**src/rtl/arb_pkg.sv**
```systemverilog
// Shared types and constants for the 8-way round-robin arbiter.
package arb_pkg;

    localparam int N_REQ = 8;
    localparam int IDX_W = 3;

    typedef enum logic [1:0] {
        IDLE  = 2'd0,
        GRANT = 2'd1,
        GAP   = 2'd2
    } arb_state_t;

    typedef logic [N_REQ-1:0] req_vec_t;

endpackage

```
**src/rtl/onehot_dec3to8.sv**
```systemverilog
// 3-to-8 one-hot decoder with an enable; output is all-zero when disabled.
module onehot_dec3to8 (
    input  logic       en,
    input  logic [2:0] idx,
    output logic [7:0] onehot
);

    genvar gi;
    generate
        for (gi = 0; gi < 8; gi++) begin : g_dec
            assign onehot[gi] = en && (idx == 3'(gi));
        end
    endgenerate

endmodule

```
**src/rtl/rr_prio_pick.sv**
```systemverilog
// Rotating priority pick: first set request at or above ptr, wrapping modulo 8.
// Works by rotating req so ptr lands at bit 0, taking the lowest set bit,
// then adding ptr back to recover the absolute index.
module rr_prio_pick
    import arb_pkg::*;
(
    input  req_vec_t          req,
    input  logic [IDX_W-1:0]  ptr,
    output logic              found,
    output logic [IDX_W-1:0]  idx
);

    req_vec_t         rot;
    logic [IDX_W-1:0] rot_idx;

    // Rotate so that position ptr becomes bit 0; the 3-bit add wraps naturally.
    genvar gi;
    generate
        for (gi = 0; gi < N_REQ; gi++) begin : g_rot
            assign rot[gi] = req[3'(gi) + ptr];
        end
    endgenerate

    // Fixed priority on the rotated vector: lowest set bit wins.
    always_comb begin
        rot_idx = '0;
        for (int i = N_REQ - 1; i >= 0; i--) begin
            if (rot[i]) begin
                rot_idx = 3'(i);
            end
        end
    end

    assign found = |req;
    assign idx   = rot_idx + ptr;

endmodule

```
**src/rtl/rr_arbiter8.sv**
```systemverilog
// Round-robin arbiter for 8 requesters with bounded hold and a mandatory
// one-cycle gap between consecutive grants.
module rr_arbiter8
    import arb_pkg::*;
#(
    parameter int MAX_HOLD = 16
) (
    input  logic             clk,
    input  logic             rst,
    input  req_vec_t         req,
    output req_vec_t         gnt,
    output logic [IDX_W-1:0] gnt_idx,
    output logic             gnt_valid,
    output logic             preempt
);

    localparam logic [7:0] HOLD_LIMIT = 8'(MAX_HOLD);

    arb_state_t       state_reg;
    logic [IDX_W-1:0] ptr_reg;
    logic [7:0]       hold_cnt_reg;
    logic [IDX_W-1:0] gnt_idx_reg;
    logic             gnt_valid_reg;
    logic             preempt_reg;

    logic             pick_found;
    logic [IDX_W-1:0] pick_idx;

    rr_prio_pick u_pick (
        .req   (req),
        .ptr   (ptr_reg),
        .found (pick_found),
        .idx   (pick_idx)
    );

    // Arbitration FSM; all outputs come straight from these registers.
    always_ff @(posedge clk or posedge rst) begin
        if (rst) begin
            state_reg     <= IDLE;
            ptr_reg       <= '0;
            hold_cnt_reg  <= '0;
            gnt_idx_reg   <= '0;
            gnt_valid_reg <= 1'b0;
            preempt_reg   <= 1'b0;
        end else begin
            case (state_reg)
                GRANT: begin
                    if (!req[gnt_idx_reg]) begin
                        // Normal release wins even when the limit is reached.
                        state_reg     <= GAP;
                        gnt_valid_reg <= 1'b0;
                        gnt_idx_reg   <= '0;
                        hold_cnt_reg  <= '0;
                        preempt_reg   <= 1'b0;
                    end else if (hold_cnt_reg >= HOLD_LIMIT) begin
                        state_reg     <= GAP;
                        gnt_valid_reg <= 1'b0;
                        gnt_idx_reg   <= '0;
                        hold_cnt_reg  <= '0;
                        preempt_reg   <= 1'b1;
                    end else begin
                        hold_cnt_reg  <= hold_cnt_reg + 8'd1;
                        preempt_reg   <= 1'b0;
                    end
                end
                default: begin
                    // IDLE and GAP arbitrate identically; ptr already points
                    // past the last winner, so it gets lowest priority.
                    preempt_reg <= 1'b0;
                    if (pick_found) begin
                        state_reg     <= GRANT;
                        gnt_idx_reg   <= pick_idx;
                        gnt_valid_reg <= 1'b1;
                        hold_cnt_reg  <= 8'd1;
                        ptr_reg       <= pick_idx + 3'd1;
                    end else begin
                        state_reg     <= IDLE;
                        gnt_idx_reg   <= '0;
                        gnt_valid_reg <= 1'b0;
                        hold_cnt_reg  <= '0;
                    end
                end
            endcase
        end
    end

    onehot_dec3to8 u_dec (
        .en     (gnt_valid_reg),
        .idx    (gnt_idx_reg),
        .onehot (gnt)
    );

    assign gnt_idx   = gnt_idx_reg;
    assign gnt_valid = gnt_valid_reg;
    assign preempt   = preempt_reg;

endmodule
```
**config.mk**
```make
export PLATFORM = sky130hd
export DESIGN_NAME = rr_arbiter8
export DESIGN_NICKNAME = d
export VERILOG_FILES = /design/src/rtl/arb_pkg.sv /design/src/rtl/onehot_dec3to8.sv /design/src/rtl/rr_prio_pick.sv /design/src/rtl/rr_arbiter8.sv
export SDC_FILE = /design/constraint.sdc
export NUM_CORES = 1
export LEC_CHECK = 0
export BUFFER_PORTS_ARGS = -buffer_cell sky130_fd_sc_hd__buf_2
export CAP_MARGIN = 20
export CORE_MARGIN = 8
export CORE_UTILIZATION = 40
export CTS_BUF_LIST = sky130_fd_sc_hd__clkbuf_4
export CTS_CLUSTER_SIZE = 24
export DETAILED_ROUTE_END_ITERATION = 8
export HOLD_SLACK_MARGIN = 0.06
export PLACE_DENSITY_LB_ADDON = 0.12
export REMOVE_ABC_BUFFERS = 1
export SKIP_LAST_GASP = 1
export SLEW_MARGIN = 10
export SYNTH_ARGS = -nofsm -noshare
export SYNTH_HDL_FRONTEND = slang
export SYNTH_HIERARCHICAL = 1
export SYNTH_SLANG_ARGS = --single-unit
```
**constraint.sdc**
```tcl
create_clock -name clk -period 3.35 [get_ports clk]
set_input_delay 0.5025 -clock clk [delete_from_list [all_inputs] [get_ports clk]]
set_output_delay 0.5025 -clock clk [all_outputs]
set_load 0.01 [all_outputs]
```
==> impl_metrics.ini <==
[worst_setup_path]
crit_path_top_delay_cell = fa_1
path_max_fanout = 7
crit_buf_inv = 3
critPathLaunchType = flip-flop
cp-startpoint = ptr_reg[0]
cp.arrival_ns = 3.34
critical_path_required_ns = 3.52
end_kind = flip-flop
cpPeakStageDelay_ns = 0.47
timing.rr.start = ptr_reg[0]
path_class = flip-flop to flip-flop
critical_path.top_delay_family = adder cells
cp_cell_sequence = inv_2 > ha_4 > mux2i_1 > mux2_4 > mux2_4 > a21oi_2 > o21ai_1 > a21oi_1 > ha_2 > inv_1 > fa_1 > inv_1 > ha_1 > mux2_2

[synth]
synthDistinctLibCells = 40
synthMuxAreaShare = 0.2323
yosysTopAreaCell = dfrtp_1
synth_edf_count = 0
synth_area_per_cell_um2 = 10.50
synth_cells = 140
yosysTopAreaCellShare = 0.2894
ys.flop_type = dfrtp_1
synth_compound_area_frac = 0.1140
synthAdderAreaFrac = 0.06468
ys_ff_latch = 17
synth_seq_area_share = 0.2894
async_flop_share = 1.000
synth_commonest_cells = mux2i_1 (18), dfrtp_1 (17), inv_1 (11), nand2_1 (11), mux2_2 (8)
synthTopCellsByArea = dfrtp_1 (29%), mux2i_1 (12%), mux2_2 (6.1%)
synth.most_common_cell = mux2i_1
synth_area_um2 = 1470
synth_xor_area_frac = 0.05447
yosys_warnings = 6
synth_top_family_by_area = multiplexers
synth-simple-area-share = 0.1787

[clocking]
cts_max_level = 1
cts.sinks = 17
cts_tree = yes
root_buffer = clkbuf_4
clkSlewWorstSetupHoldPaths_ns = 0.09
holdBufCountCts = 0
cts_max_path_buffers = 2
clock_latency_ns = 0.27
cts_buffers = 3

[floorplanning]
rows = 22
core_area_um2 = 3606
die_x_um = 76.63
start_util = 0.4077
die_h_um = 76.63
io-pin-count = 23
die_area_um2 = 5871

[timing]
post-route-period-util = 0.9480
clock.fmax_ghz = 0.3149
fin_crit_ns = 3.176
finalHoldViolCount = 0
final_max_slew_viol_count = 0
max_slew_margin = 0.5774
worstMarginPinSlew_ns = 0.6333
setup-tns-final_ns = 0
finalSetupViolCount = 0
final.setup_skew_ns = 0.0006391

[run]
drv_cap = 0

[final_layout]
fillers = 353
postLayoutCellArea_um2 = 1809
drive_above_1_share = 0.4022
regArea_um2 = 425.4
fin_nets = 197
multi_input_area_um2 = 1017
syn2layout_area_growth_pct = 23.06
insertedDiodeCount = 0
largest_reg_flops = 8

[drt]
firstDrtPassIters = 4
dr.first_iter.drc_count = 73
postRouteAntennaNets = 0
vias = 1184
drc = 0
finalWirelength_um = 3216
avgViaCountPerCell = 5.216
wl_per_cell_um = 14.17

[place]
hpwl_um = 2448
port_buffers = 22
gp_congestion = 0.7818
dpl_cell_area_um2 = 1655

[pwr]
total_leakage_power_nw = 0.8560
vdd_ir_drop_max_v = 0.0003165
power.density_nw_per_um2 = 1109

[global_route]
antenna_found_initial = 0
grt_first_pass_wirelength_um = 5181
grt.overflow.total = 0
first_global_vias = 1099
grt_max_degree = 18
track_usage = 0.1030

[run_status]
outcome = completed

[worst_hold_path]
hold_class = primary input to async pin
-- power breakdown --
group          switching (mW)  leakage, nW  internal [mW]  total, mW
clock                  0.0572       0.0184         0.0542      0.111
sequential             0.0934        0.208          0.244      0.337
combinational           0.736        0.629          0.822       1.56
total                   0.886        0.856           1.12       2.01
-- cell type report --
type	count	share of cell area
multi-input cells	110	0.5622
flip-flops and latches	17	0.2351
repair buffers	37	0.1300
well taps	48	0.03319
inverters	11	0.02282
clock buffers	4	0.01660
-- cells by family after synthesis --
family / after synthesis
simple gates: 42
mux: 29
compound gates: 22
flops: 17
buf+inv: 15
fa+ha+maj: 7
xor+xnor: 7
other cells: 1
-- worst paths after layout --
kind / to / slack (ns) / cells after the start
max: ptr_reg[1] / 0.17 / 14
min reg2reg: hold_cnt_reg[0] / 0.52 / 1
min in group clk: hold_cnt_reg[0] / 0.52 / 1
max reg2reg: ptr_reg[1] / 0.17 / 14
min: hold_cnt_reg[3] / 0.29 / 2
max in group asynchronous: ptr_reg[0] / 2.65 / 2
-- stage by stage --
stage          setup slack [ns]  power, mW  std cells  hold slack [ns]  utilization
2_1_floorplan           -0.1928      1.333        138           0.4286            -
3_3_place_gp            0.05750      1.626        216           0.5034       0.4591
3_5_place_dp            0.02055      1.665        216           0.5205       0.4591
4_1_cts                 0.05139      1.793        220           0.2992       0.4681
5_1_grt                -0.01820      2.167        227           0.3316       0.5017
6_report                 0.1742      2.007        227           0.2925       0.5017
-- layout by cell type (no fill, tap or decap), types with 3 or more instances in the layout --
master     n
and4b_2    3
and4bb_2   3
buf_2     22
buf_4     14
clkbuf_4   4
conb_1     3
dfrtp_1   17
ha_1       4
inv_1     10
mux2_2     5
mux2_4     3
mux2i_1   16
nand2_1   11
nand2b_1   4
nand3_1    5
nor2_1     6
nor4_1     3
o21ai_0    3
o21ai_1    4
xnor2_1    4
-- per-layer routing --
metal	wire length, um	track usage
met3	120	0.02241
met1	1461	0.1276
met2	1635	0.1817
met5	0	0
met4	0	0.01154
-- repair_timing --
item / in CTS / in global routing
resized for setup: 1 / 16
setup buffers: 0 / 7
pin swaps: 0 / 5
setup endpoints to repair: 1 / 3
Note: power is estimated with default switching activity, not from simulation.
